$ cat src/rtl/sccb_config_seq.sv
// SCCB register-table configuration sequencer.
// Walks a registered ROM of {sub-address, value} words and issues one 3-phase
// SCCB write per entry. It supports an inline delay entry (sub == DELAY_REG)
// and an end marker (16'hFFFF). All pin outputs are registered.
//
// Control handshake: START is a single-cycle pulse that is accepted only in
// IDLE. Acceptance raises BUSY on the next cycle. BUSY drops in the same cycle
// that DONE rises. START pulses seen while not in IDLE are ignored. DONE and
// ACK_ERR hold their values until the next accepted START.
module sccb_config_seq #(
    parameter int          CLK_DIV      = 250,
    parameter logic [7:0]  SLAVE_ID     = 8'h42,
    parameter logic [31:0] DELAY_CYCLES = 32'd1000000,
    parameter logic [7:0]  DELAY_REG    = 8'hFE
) (
    input  logic        CLK,
    input  logic        RESETN,
    input  logic        START,
    output logic        BUSY,
    output logic        DONE,
    output logic        ACK_ERR,
    output logic [7:0]  ROM_ADDR,
    input  logic [15:0] ROM_DATA,
    output logic        SIO_C,
    output logic        SIO_D_OUT,
    output logic        SIO_D_OE,
    input  logic        SIO_D_IN,
    output logic [3:0]  STATE_DBG
);

    localparam int DIV_W = $clog2(CLK_DIV);
    localparam logic [DIV_W-1:0] DIV_LAST = DIV_W'(CLK_DIV - 1);

    typedef enum logic [3:0] {
        S_IDLE, S_FETCH, S_DECODE, S_START_C, S_TX,
        S_STOP, S_GAP, S_ADVANCE, S_DELAY, S_FINISH
    } state_t;

    state_t           state, state_n;
    logic [DIV_W-1:0] div_cnt, div_n;
    logic [1:0]       qtr, qtr_n;          // quarter of the current SCCB bit/phase
    logic [4:0]       bit_idx, bit_n;      // 0-based bit within the 27-bit word
    logic [26:0]      shreg, shreg_n;      // MSB is the bit currently on the bus
    logic [31:0]      dly_cnt, dly_n;
    logic [7:0]       addr_n;
    logic             busy_n, done_n, ack_n;
    logic             c_n, d_n, oe_n;
    logic             tick;

    // The 9th bit of each phase is the don't-care/ACK slot, where the bus is released.
    function automatic logic is_ack_bit(input logic [4:0] b);
        return (b == 5'd8) || (b == 5'd17) || (b == 5'd26);
    endfunction

    assign tick      = (div_cnt == DIV_LAST);
    assign STATE_DBG = state;

    // State and registered pins; reset forces an idle bus without a stop condition.
    always_ff @(posedge CLK) begin
        if (!RESETN) begin
            state     <= S_IDLE;
            div_cnt   <= '0;
            qtr       <= '0;
            bit_idx   <= '0;
            shreg     <= '0;
            dly_cnt   <= '0;
            ROM_ADDR  <= '0;
            BUSY      <= 1'b0;
            DONE      <= 1'b0;
            ACK_ERR   <= 1'b0;
            SIO_C     <= 1'b1;
            SIO_D_OUT <= 1'b1;
            SIO_D_OE  <= 1'b1;
        end else begin
            state     <= state_n;
            div_cnt   <= div_n;
            qtr       <= qtr_n;
            bit_idx   <= bit_n;
            shreg     <= shreg_n;
            dly_cnt   <= dly_n;
            ROM_ADDR  <= addr_n;
            BUSY      <= busy_n;
            DONE      <= done_n;
            ACK_ERR   <= ack_n;
            SIO_C     <= c_n;
            SIO_D_OUT <= d_n;
            SIO_D_OE  <= oe_n;
        end
    end

    // Next-state logic, then pin values derived from where the FSM is heading.
    always_comb begin
        state_n = state;
        qtr_n   = qtr;
        bit_n   = bit_idx;
        shreg_n = shreg;
        dly_n   = dly_cnt;
        addr_n  = ROM_ADDR;
        busy_n  = BUSY;
        done_n  = DONE;
        ack_n   = ACK_ERR;

        // The divider is held while idle and free-runs everywhere else.
        if (state == S_IDLE || state == S_FINISH || tick) div_n = '0;
        else                                               div_n = div_cnt + DIV_W'(1);

        case (state)
            S_IDLE: begin
                if (START) begin
                    addr_n  = '0;
                    busy_n  = 1'b1;
                    done_n  = 1'b0;
                    ack_n   = 1'b0;
                    state_n = S_FETCH;
                end
            end
            S_FETCH: state_n = S_DECODE;
            S_DECODE: begin
                if (ROM_DATA == 16'hFFFF) begin
                    state_n = S_FINISH;
                    busy_n  = 1'b0;
                    done_n  = 1'b1;
                end else if (ROM_DATA[15:8] == DELAY_REG) begin
                    dly_n   = DELAY_CYCLES;
                    state_n = S_DELAY;
                end else begin
                    shreg_n = {SLAVE_ID, 1'b1, ROM_DATA[15:8], 1'b1, ROM_DATA[7:0], 1'b1};
                    div_n   = '0;
                    qtr_n   = 2'd0;
                    bit_n   = 5'd0;
                    state_n = S_START_C;
                end
            end
            S_START_C: begin
                if (tick) begin
                    qtr_n = qtr + 2'd1;
                    if (qtr == 2'd3) begin
                        bit_n   = 5'd0;
                        state_n = S_TX;
                    end
                end
            end
            S_TX: begin
                if (tick) begin
                    qtr_n = qtr + 2'd1;
                    if (qtr == 2'd2 && is_ack_bit(bit_idx) && SIO_D_IN) ack_n = 1'b1;
                    if (qtr == 2'd3) begin
                        if (bit_idx == 5'd26) begin
                            state_n = S_STOP;
                        end else begin
                            bit_n   = bit_idx + 5'd1;
                            shreg_n = {shreg[25:0], 1'b0};
                        end
                    end
                end
            end
            S_STOP: begin
                if (tick) begin
                    qtr_n = qtr + 2'd1;
                    if (qtr == 2'd3) state_n = S_GAP;
                end
            end
            S_GAP: begin
                if (tick) begin
                    qtr_n = qtr + 2'd1;
                    if (qtr == 2'd3) state_n = S_ADVANCE;
                end
            end
            S_ADVANCE, S_DELAY: begin
                if (state == S_DELAY && dly_cnt != 32'd0) begin
                    dly_n = dly_cnt - 32'd1;
                end else if (ROM_ADDR == 8'hFF) begin
                    // The table ends after the last entry even without a marker.
                    state_n = S_FINISH;
                    busy_n  = 1'b0;
                    done_n  = 1'b1;
                end else begin
                    addr_n  = ROM_ADDR + 8'd1;
                    state_n = S_FETCH;
                end
            end
            S_FINISH: state_n = S_IDLE;
            default:  state_n = S_IDLE;
        endcase

        // Idle bus by default: clock high, data high and driven.
        c_n  = 1'b1;
        d_n  = 1'b1;
        oe_n = 1'b1;
        case (state_n)
            S_START_C: d_n = (qtr_n < 2'd2);
            S_TX: begin
                c_n  = qtr_n[1];
                d_n  = shreg_n[26];
                oe_n = !is_ack_bit(bit_n);
            end
            S_STOP: begin
                c_n = qtr_n[1];
                d_n = (qtr_n == 2'd3);
            end
            default: ;
        endcase
    end

endmodule

$ cat config.mk
export PLATFORM = sky130hd
export DESIGN_NAME = sccb_config_seq
export DESIGN_NICKNAME = d
export VERILOG_FILES = /design/src/rtl/sccb_config_seq.sv
export SDC_FILE = /design/constraint.sdc
export NUM_CORES = 1
export LEC_CHECK = 0
export ABC_CLOCK_PERIOD_IN_PS = 5300
export BUFFER_PORTS_ARGS = -buffer_cell sky130_fd_sc_hd__buf_4
export CAP_MARGIN = 15
export CORE_ASPECT_RATIO = 0.9
export CORE_MARGIN = 10
export CORE_UTILIZATION = 61
export DETAILED_ROUTE_END_ITERATION = 10
export MAX_ROUTING_LAYER = met4
export PLACE_DENSITY_LB_ADDON = 0.15
export REMOVE_ABC_BUFFERS = 1
export SLEW_MARGIN = 25
export SYNTH_ARGS = -nofsm -noshare
export SYNTH_HDL_FRONTEND = slang
export SYNTH_SLANG_ARGS = --single-unit
$ cat constraint.sdc
create_clock -name CLK -period 5.3 [get_ports CLK]
set_input_delay 0 -clock CLK [delete_from_list [all_inputs] [get_ports CLK]]
set_output_delay 0 -clock CLK [all_outputs]
set_load 0.05 [all_outputs]
==> flow_metrics.env <==
export IMPL_async_reset_ff_share_pct=0
export IMPL_cp_start_kind="flop"
export IMPL_drt_iter0_markers=194
export IMPL_synth_main_ff_cell="dfxtp_1"
export IMPL_end_kind="flop"
export IMPL_ys_warnings_count=0
export IMPL_syn_cell_area_um2=4618
export IMPL_via_per_inst=6.042
export IMPL_dp_hpwl_mm=7.016
export IMPL_dr_pass1_iters=5
export IMPL_drive_gt1_share_pct=13.43
export IMPL_root_buffer="clkbuf_8"
export IMPL_rows=30
export IMPL_cts_made_buffers=9
export IMPL_hold_class="in -> reg"
export IMPL_clock_latency_ns=0.36
export IMPL_status="completed"
export IMPL_vias=4000
export IMPL_layout_nets=591
export IMPL_crit_type="reg -> reg"
export IMPL_ant_nets=0
export IMPL_rsz0062_at_grt="false"
export IMPL_vdd_ir_drop_worst_mv=0.2081
export IMPL_grt_usage_pct=18.08
export IMPL_power_per_cell_area_nw_per_um2=313.5
export IMPL_drv_cap=0
export IMPL_clock_skew_ns=0.005047
export IMPL_cts_path_max_buffers=2
export IMPL_grt_max_degree=53
export IMPL_dieArea_um2=11460
export IMPL_worstMarginPinSlew_ns=0.9851
export IMPL_cts_htree_levels=3
export IMPL_max_freq_mhz=310.9
export IMPL_fin_tns_setup_ns=0
export IMPL_synth_edf_count=0
export IMPL_setup_viol=0
export IMPL_worstPathMaxFanout=20
export IMPL_place_congestion=0.9152
export IMPL_grt_pass1_vias=3639
export IMPL_min_period_ns=3.217
export IMPL_start_util_pct=61.83
export IMPL_seqCellArea_um2=1842
export IMPL_seq_area_frac_synth_pct=39.88
export IMPL_grt_overflow_total=0
export IMPL_die_h_um=102.5
export IMPL_relSlewSlack_pct=33.40
export IMPL_area_delta_synth_final_pct=13.25
export IMPL_wl_mm=10.40
export IMPL_cts_tree="done"
export IMPL_syn_inst=523
export IMPL_worst_slack_ns=2.083
export IMPL_total_power_mw=1.640
export IMPL_numPortBuffers=37
export IMPL_ys_ff_latch=92
export IMPL_mostFrequentLayoutCells="92 x dfxtp_1, 57 x nor2_1, 39 x buf_4"
export IMPL_worstPathRequired_ns=5.52
export IMPL_numClockSinks=92
export IMPL_num_io_pins=38
export IMPL_final_common_cell="dfxtp_1"
export IMPL_synth_avg_cell_area_um2=8.830
export IMPL_num_fill_cells=596
export IMPL_fp_coreArea_um2=7470
export IMPL_finalCritPeriodShare_pct=60.69
export IMPL_routedWlPerCell_um=15.71
export IMPL_grt_antenna_before_repair=0
export IMPL_final_util_pct=70.02
export IMPL_synth_distinct_cells=67
export IMPL_antenna_cells=0
export IMPL_clk_pin_slew_worst_paths_ns=0.09
export IMPL_grt_pass1_wl_mm=17.31
export IMPL_p_leak_nw=1.907
export IMPL_drcViolationCount=0
export IMPL_post_place_ws_ns=2.188
export IMPL_final_area_um2=5230
export IMPL_multiInputGateArea_um2=2609
export IMPL_drv_slew=0
export IMPL_post_cts_repair_setup_buffers=0
export IMPL_report_final_hold_viol_count=0
export IMPL_arrival_ns=3.43
export IMPL_placed_area_um2=4897
export IMPL_die_w_um=111.7
==> kinds of logic (layout without fill, tap and decap cells) <==
group	Yosys count	after routing	synth area share, %
and+or+nand+nor	224	224	27.01
AOI/OAI and AO/OA	116	116	18.29
DFF	92	92	39.88
xor gates and xnor gates	38	38	7.207
buffers and inverters	38	81	3.793
adders and majority gates	10	10	2.709
muxes	5	5	1.111
==> where the power goes <==
part           internal [mW]  total (mW)  switching, mW
Sequential             0.742       0.798         0.0554
Combinational          0.182       0.415          0.232
Clock                  0.175       0.428          0.253
Total                   1.10        1.64          0.541
==> through the flow <==
step | hold WS (ns) | instances
4_1_cts | 0.005434 | 662
5_1_grt | 0.02642 | 662
2_1_floorplan | 0.1161 | 496
3_5_place_dp | 0.3002 | 631
3_3_place_gp | 0.2779 | 631
6_report | 0.008762 | 662
==> timing repair <==
item / CTS / global route
gates resized for setup: 0 / 0
hold endpoints to repair: 15 / 0
hold buffers: 15 / 0
==> final cells by class <==
type	instances	share of cell area, %
Multi-Input combinational cell	393	49.88
Sequential cell	92	35.22
Timing Repair Buffer	54	8.469
Clock buffer	10	2.440
Tap cell	96	2.297
Clock inverter	6	0.9091
Inverter	11	0.7895
==> synth_stat cells, types with 5 or more instances <==
master    instances  area [µm²]
nor3_1           12       60.06
nand4_1           8       50.05
nor2_1           57       214.0
clkbuf_1         20       75.07
a21boi_0         22       165.2
dfxtp_1          92        1842
a21oi_1          19       95.09
xor2_1            9       78.83
nor2b_1          20       125.1
o21ai_0          12       60.06
nand3_1          11       55.05
ha_1             10       125.1
nor4_1           19       118.9
a22oi_1          22       165.2
or4_1             5       37.54
or3_1             9       56.30
nand2_1          35       131.4
nand2b_1          7       43.79
nand4b_1          5       43.79
xnor2_1          29       254.0
inv_1            11       41.29
==> worst paths after layout <==
path	slack [ns]	end	cells after the start	start
max	2.08	dly_cnt[29]$_SDFFE_PN0P_	6	STATE_DBG[1]$_SDFF_PN0_
min	0.009	shreg[11]$_SDFFE_PN0P_	3	ROM_DATA[9]
max reg2reg	2.08	dly_cnt[29]$_SDFFE_PN0P_	6	STATE_DBG[1]$_SDFF_PN0_
min reg2reg	0.47	shreg[8]$_SDFFE_PN0P_	2	shreg[8]$_SDFFE_PN0P_
==> state kept, by name, indices dropped and copies added (netlist names), 2 cells and up <==
register	cells
shreg	27
dly_cnt	32
STATE_DBG	4
qtr	2
ROM_ADDR	8
div_cnt	8
bit_idx	5
==> critical path, stage by stage (launching register included) <==
cell and delay, ns:
dfxtp_1 0.70, nor4b_1 0.86, o211a_1 0.36, o2111ai_1 0.46, nor4_1 0.48, xnor2_1 0.17, nor2_1 0.05
==> routing by layer <==
layer	up-vias	global-route usage, %	share of wire, %
met5	-	-	0
met4	0	3.356	0.96
met3	11	4.945	6.1
met2	140	27.98	45
met1	1874	23.43	47
li1	1975	-	-
No activity file was read; power rests on OpenSTA's default activity.
